File: src/rtl/filter_sequencer.sv
// filter_sequencer
//   Walks every bin of a spectrum RAM through an external combinational
//   low-pass filter and writes each result back in place. Each bin takes
//   three cycles: a RAM read, a capture of the returned sample, and a write.
//
// Parameters
//   NUM_BINS : number of FFT bins in the RAM (power of two, 4..256)
//   MIRROR   : 1 = fold bins at or above NUM_BINS/2 onto their
//              negative-frequency distance; 0 = raw bin index
//
// Ports
//   clk                       : single clock, rising edge
//   rst                       : asynchronous active-high reset
//   start                     : request one pass, sampled only in IDLE
//   cutoff_freq               : cutoff bin, latched on the accepted start
//   busy                      : pass in progress
//   done                      : one-cycle pulse when a pass completes
//   ram_addr                  : RAM address for both read and write
//   ram_rd_en                 : read strobe, data returns one cycle later
//   ram_rd_real/ram_rd_imag   : RAM read data
//   ram_wr_en                 : write strobe
//   ram_wr_real/ram_wr_imag   : RAM write data (the filter result)
//   filt_freq_bin             : bin index presented to the filter
//   filt_cutoff               : latched cutoff presented to the filter
//   filt_real_in/filt_imag_in : captured sample presented to the filter
//   filt_real_out/imag_out    : filter result, combinational on its inputs
module filter_sequencer #(
    parameter int NUM_BINS = 256,
    parameter int MIRROR   = 1
) (
    input  logic        clk,
    input  logic        rst,
    input  logic        start,
    input  logic [7:0]  cutoff_freq,
    output logic        busy,
    output logic        done,
    output logic [7:0]  ram_addr,
    output logic        ram_rd_en,
    input  logic [15:0] ram_rd_real,
    input  logic [15:0] ram_rd_imag,
    output logic        ram_wr_en,
    output logic [15:0] ram_wr_real,
    output logic [15:0] ram_wr_imag,
    output logic [7:0]  filt_freq_bin,
    output logic [7:0]  filt_cutoff,
    output logic [15:0] filt_real_in,
    output logic [15:0] filt_imag_in,
    input  logic [15:0] filt_real_out,
    input  logic [15:0] filt_imag_out
);

    localparam int IW = $clog2(NUM_BINS);
    localparam logic [IW-1:0] LAST_IDX = IW'(NUM_BINS - 1);
    // NUM_BINS reduced mod 256: for 256 this is 0, and 0 - idx in 8 bits
    // still yields 256 - idx because the folded result never exceeds 128.
    localparam logic [7:0] NB8 = 8'(NUM_BINS);

    localparam logic [2:0] IDLE = 3'd0;
    localparam logic [2:0] RD   = 3'd1;
    localparam logic [2:0] CAP  = 3'd2;
    localparam logic [2:0] WR   = 3'd3;
    localparam logic [2:0] FIN  = 3'd4;

    logic [2:0]    state;
    logic [2:0]    state_nxt;
    logic [IW-1:0] idx;
    logic [7:0]    cutoff_q;
    logic [15:0]   sample_re;
    logic [15:0]   sample_im;
    logic [7:0]    idx8;

    assign idx8 = 8'(idx);

    always_comb begin
        state_nxt = state;
        case (state)
            IDLE:    if (start) state_nxt = RD;
            RD:      state_nxt = CAP;
            CAP:     state_nxt = WR;
            WR:      state_nxt = (idx == LAST_IDX) ? FIN : RD;
            FIN:     state_nxt = IDLE;
            default: state_nxt = IDLE;
        endcase
    end

    always_ff @(posedge clk or posedge rst) begin
        if (rst) begin
            state     <= IDLE;
            idx       <= '0;
            cutoff_q  <= '0;
            sample_re <= '0;
            sample_im <= '0;
        end else begin
            state <= state_nxt;
            case (state)
                IDLE: begin
                    if (start) begin
                        cutoff_q <= cutoff_freq;
                        idx      <= '0;
                    end
                end
                CAP: begin
                    sample_re <= ram_rd_real;
                    sample_im <= ram_rd_imag;
                end
                WR: begin
                    if (idx != LAST_IDX) idx <= idx + 1'b1;
                end
                default: ;
            endcase
        end
    end

    // RAM strobes and address are decoded from state only, so reset
    // clears them immediately.
    always_comb begin
        ram_addr    = '0;
        ram_rd_en   = 1'b0;
        ram_wr_en   = 1'b0;
        ram_wr_real = '0;
        ram_wr_imag = '0;
        case (state)
            RD: begin
                ram_addr  = idx8;
                ram_rd_en = 1'b1;
            end
            WR: begin
                ram_addr    = idx8;
                ram_wr_en   = 1'b1;
                ram_wr_real = filt_real_out;
                ram_wr_imag = filt_imag_out;
            end
            default: ;
        endcase
    end

    assign busy = (state == RD) || (state == CAP) || (state == WR);
    assign done = (state == FIN);

    // idx MSB set means idx >= NUM_BINS/2.
    always_comb begin
        if ((MIRROR != 0) && idx[IW-1])
            filt_freq_bin = NB8 - idx8;
        else
            filt_freq_bin = idx8;
    end

    assign filt_cutoff  = cutoff_q;
    assign filt_real_in = sample_re;
    assign filt_imag_in = sample_im;

endmodule

File: config.mk
export PLATFORM = sky130hd
export DESIGN_NAME = filter_sequencer
export DESIGN_NICKNAME = d
export VERILOG_FILES = /design/src/rtl/filter_sequencer.sv
export SDC_FILE = /design/constraint.sdc
export NUM_CORES = 1
export LEC_CHECK = 0
export BUFFER_PORTS_ARGS = -buffer_cell sky130_fd_sc_hd__buf_2
export CAP_MARGIN = 10
export CORE_MARGIN = 1
export CORE_UTILIZATION = 46
export DETAILED_ROUTE_END_ITERATION = 12
export PLACE_DENSITY_LB_ADDON = 0.1
export RECOVER_POWER = 100
export SLEW_MARGIN = 20
export SYNTH_ARGS = -nofsm -noshare
export SYNTH_HDL_FRONTEND = slang
export SYNTH_SLANG_ARGS = --single-unit
File: constraint.sdc
create_clock -name clk -period 5.8 [get_ports clk]
set_input_delay 1.16 -clock clk [delete_from_list [all_inputs] [get_ports clk]]
set_output_delay 1.16 -clock clk [all_outputs]
set_load 0.02 [all_outputs]
=== Yosys cells after proc, flatten, opt, wreduce, memory -nomap -nowiden ===
Cells that the tools add are included.

* Bits of input ports: 75
* Logic and storage cells: 34
* Bits in registers: 51
* Output and inout bits: 92

* Eq/ne operators: 8
* $add $sub $neg: 2
* Mux-type cells: 12
* Reduce and logical (&&, ||, !) cells: 7

{| class="wikitable"
|+ Operator list
! cell !! count
|-
| $mux 16 || 2
|-
| $mux 8 || 4
|-
| $pmux 8 s2 || 1
|-
| $pmux 3 s4 || 1
|-
| $add 8x1->8 const B || 1
|-
| $eq 8x8->1 const B || 1
|-
| $ne 8x8->1 const B || 1
|-
| $sub 1x8->8 const A || 1
|-
| $eq 3x2->1 const B || 2
|-
| $mux 3 || 2
|-
| $ne 2x2->1 const B || 2
|-
| $eq 3x1->1 const B || 1
|-
| $eq 3x3->1 const B || 1
|-
| $logic_not 3->1 || 1
|-
| $reduce_and 3->1 || 1
|-
| $logic_or 1x1->1 || 2
|-
| $mux 1 || 2
|-
| $reduce_and 2->1 || 1
|-
| $reduce_bool 2->1 || 1
|-
| $reduce_or 2->1 || 1
|}

=== Logic depth before layout (Yosys ltp) ===
* Depth after elaboration: 3
* Depth in mapped cells: 6
* Mapped depth without buffers: 5

=== Least setup slack after synthesis ===
OpenSTA, ideal clock, no wires.

* Path type: reg2out
* Start point: register state[2]
* End point: output ram_wr_real[10]
* Data required time: 4640 ps
* Buffers on the path: 2
* Cell stages (with the launch flop): 6
* Setup slack: 3242 ps
* Arrival: 1398 ps
* Cells stage by stage: dfrtp_1 buf_2 nand3b_4 inv_2 clkbuf_1 and2_1

* Cells in the longest elaborated chain, start to end: 2

{| class="wikitable"
|+ Ends and longest elaborated chain
! item !! line !! source
|-
| start: declaration || 64 || <nowiki>logic [2:0] state;</nowiki>
|-
| start signal: assignment || 94 || <nowiki>state <= state_nxt;</nowiki>
|-
| $eq 3x2->1 || 122 || <nowiki>case (state)</nowiki>
|-
| $mux 16 || 122 ||
|-
| end: declaration || 42 || <nowiki>output logic [15:0] ram_wr_real,</nowiki>
|}

Every way passes these cells.

=== Worst setup path after layout ===
* Start point: register state[2]
* End point: output ram_wr_real[5]

The elaborated chain is that of the path after synthesis.

==> flow_summary.toml <==
[clocking]
numCtsBuffers = 5
post-cts-setup-buffers = 0
cts_resized = 0
cts_buffer_depth = 2
clk_latency_ns = 0.29
ctsHoldBuffers = 0
cts_tree = "built"
cts.sinks = 51
clk_pin_slew_ns = 0.09
htreeDepth = 2
cts_root_buffer = "clkbuf_8"

[final_layout]
finalNetCount = 472
drive_above_1_share_pct = 34.7
diodes = 0
multi_input_area_mm2 = 0.00112
fillers = 491
area_growth_pct = 30.1
seq_area_mm2 = 0.00128

[logic_synthesis]
ys_top_cells_by_area = "dfrtp_1 50%, mux2_2 14%, and2_1 10%, nand2_1 5.1%, xnor2_1 2.0%"
syn-mean-instance-area_um2 = 10.8
synth_top_cell_by_area = "dfrtp_1"
async_flop_share_pct = 100
syn_nets = 314
synth_cells = 237
ys_ff_latch = 51
synth_edf_count = 0
yosysSeqAreaShare_pct = 49.8
ys.flop_type = "dfrtp_1"
synth_cell_types = 39
synth_top_area_share_pct = 49.8
synth_area_mm2 = 0.00256
yosysWarnings = 0

[critical_path]
r2r_setup_slack_ns = 3.16
crit_type = "reg2out"
worst_setup_path_start_kind = "register"
crit_required_ns = 4.64
path_max_fanout = 40
setup.worst_path.end_class = "output port"
worst_ep_arrival_time_ns = 2.28

[sta]
relSlewSlack_pct = -43.1
finClkSkew_ns = 0.00261
final-setup-viol-count = 0
setup-tns-final_ns = 0
slew_viol_final = 85
timing.final.crit_share_pct = 59.3
fin_crit_ns = 3.44
worst_slew_pin_slew_ns = 2.13
fmax_mhz = 291
setup_slack_ns = 2.36
rsz0062_at_grt = "no"
report.final.hold_viol_count = 0

[detailed_routing]
ant_nets = 0
drt_iter0_drc = 71
drc = 0
via_per_inst = 4.71
wl_per_cell_um = 12.2
first_pass_iters = 4
drt_wl_total_um = 5690
vias = 2191

[placement]
io_buffers = 166
gp_congestion = 0.775
place_ws_ns = 3.10
hpwl_um = 4250

[floorplan]
die_area_mm2 = 0.00588
die-width_um = 76.7
core_mm2 = 0.00524
die_y_um = 76.7
num_rows = 26
initial_core_util_pct = 49.0
pin_count = 167

[global_routing]
grt_usage_pct = 20.0
grt_max_degree = 52
grt_pass1_wl_um = 9630
grt_pass1_vias = 2108
antenna_found_initial = 0
overflow = 0

[power_and_ir_drop]
p_per_area_mw_per_mm2 = 192
ir_drop_mv = 0.145
p_leak_nw = 1.65
total_power_w = 0.000642

[flow_run]
max_cap_violations = 2

[status]
status = "finished with violations"
violations = "capacitance limit, slew limit"

[min_path]
hp-class = "reg2reg"
[metal layers]
layer	vias up	routed length (um)	global-route usage, %
li1	1094	-	-
met3	4	346	4.40
met5	-	0	0
met1	1003	2500	24.7
met2	90	2810	35.4
met4	0	34	4.42
[state kept, by name, indices dropped and copies added (netlist names)]
| signal | flops |
|---|---|
| idx | 8 |
| state | 3 |
| filt_imag_in | 16 |
| filt_cutoff | 8 |
| filt_real_in | 16 |
[worst max-delay path, stage by stage (launching register included)]
cell	delay, ns
dfrtp_1	0.47
nand3b_1	0.33
inv_1	0.71
and2_1	0.22
clkbuf_1	0.25
[through the flow]
stage / cell area [um^2] / cells / util (%) / hold WS, ns
final: 3340 / 465 / 63.7 / 0.480
after global routing: 3340 / 465 / 63.7 / 0.511
after CTS: 3480 / 465 / 66.5 / 0.480
after detailed placement: 3400 / 458 / 65.0 / 0.458
after global placement: 3400 / 458 / 65.0 / 0.453
after floorplan: 2560 / 237 / - / 0.533
[worst paths after layout]
| kind | start | to | depth (start not counted) |
|---|---|---|---|
| worst max-delay path | state[2]$_DFFE_PP0P_ | ram_wr_real[5] | 4 |
| worst min-delay path | filt_cutoff[5]$_DFFE_PP0P_ | filt_cutoff[5]$_DFFE_PP0P_ | 2 |
| worst max register to register | state[2]$_DFFE_PP0P_ | idx[7]$_DFFE_PP0P_ | 5 |
| worst min register to register | filt_cutoff[5]$_DFFE_PP0P_ | filt_cutoff[5]$_DFFE_PP0P_ | 2 |
| max in group asynchronous | rst | filt_imag_in[13]$_DFFE_PP0P_ | 2 |
| min in group asynchronous | rst | filt_imag_in[14]$_DFFE_PP0P_ | 2 |
[synthesized netlist by cell type (2+ instances only)]
cell	number
nand3_1	4
nor2b_1	2
o21ai_0	5
inv_1	5
nor4_1	2
nand2_1	35
and2_1	42
dfrtp_1	51
a21oi_1	3
clkbuf_1	5
nor2_1	6
buf_4	6
nor3_1	3
xnor2_1	6
a31oi_1	3
mux2_2	32
buf_2	4
ha_1	2
[cells in the final DEF (no fill, tap or decap), types with 2 or more instances in the layout]
| cell type | n |
|---|---|
| dfrtp_1 | 51 |
| and2_0 | 21 |
| clkbuf_8 | 5 |
| nand2_1 | 35 |
| a21oi_1 | 3 |
| inv_1 | 5 |
| nand3b_1 | 2 |
| nor4_1 | 2 |
| buf_2 | 96 |
| nand3_1 | 5 |
| mux2_2 | 32 |
| xnor2_1 | 6 |
| a31oi_1 | 3 |
| ha_1 | 2 |
| nor3_1 | 3 |
| o31ai_1 | 2 |
| nor2b_1 | 2 |
| o21ai_0 | 5 |
| clkbuf_1 | 71 |
| nor2_1 | 6 |
| and2_1 | 21 |
[power breakdown]
| group | total (W) | leakage (nW) | internal (W) | switching [W] |
|---|---|---|---|---|
| sequential | 0.000376 | 0.599 | 0.000369 | 0.00000668 |
| clock | 0.000195 | 0.0440 | 0.0000827 | 0.000112 |
| combinational | 0.0000714 | 1.01 | 0.0000319 | 0.0000395 |
| total | 0.000642 | 1.65 | 0.000484 | 0.000158 |
[area by class of cell]
cell class | count | area share [%]
Sequential cell | 51 | 38.2
Multi-Input combinational cell | 164 | 33.6
Clock buffer | 5 | 2.06
Timing Repair Buffer | 167 | 22.4
Tap cell | 70 | 2.62
Clock inverter | 2 | 0.412
Inverter | 6 | 0.712
[cells by family after synthesis]
family          Yosys count  share of synthesized area [%]
simple gates            103                           22.5
fa+ha+maj                 2                          0.975
compound gates           19                           5.12
buf+inv                  22                           4.59
xor+xnor                  7                           2.39
mux                      33                           14.6
flops                    51                           49.8
Note: power is estimated with default switching activity, not from simulation.
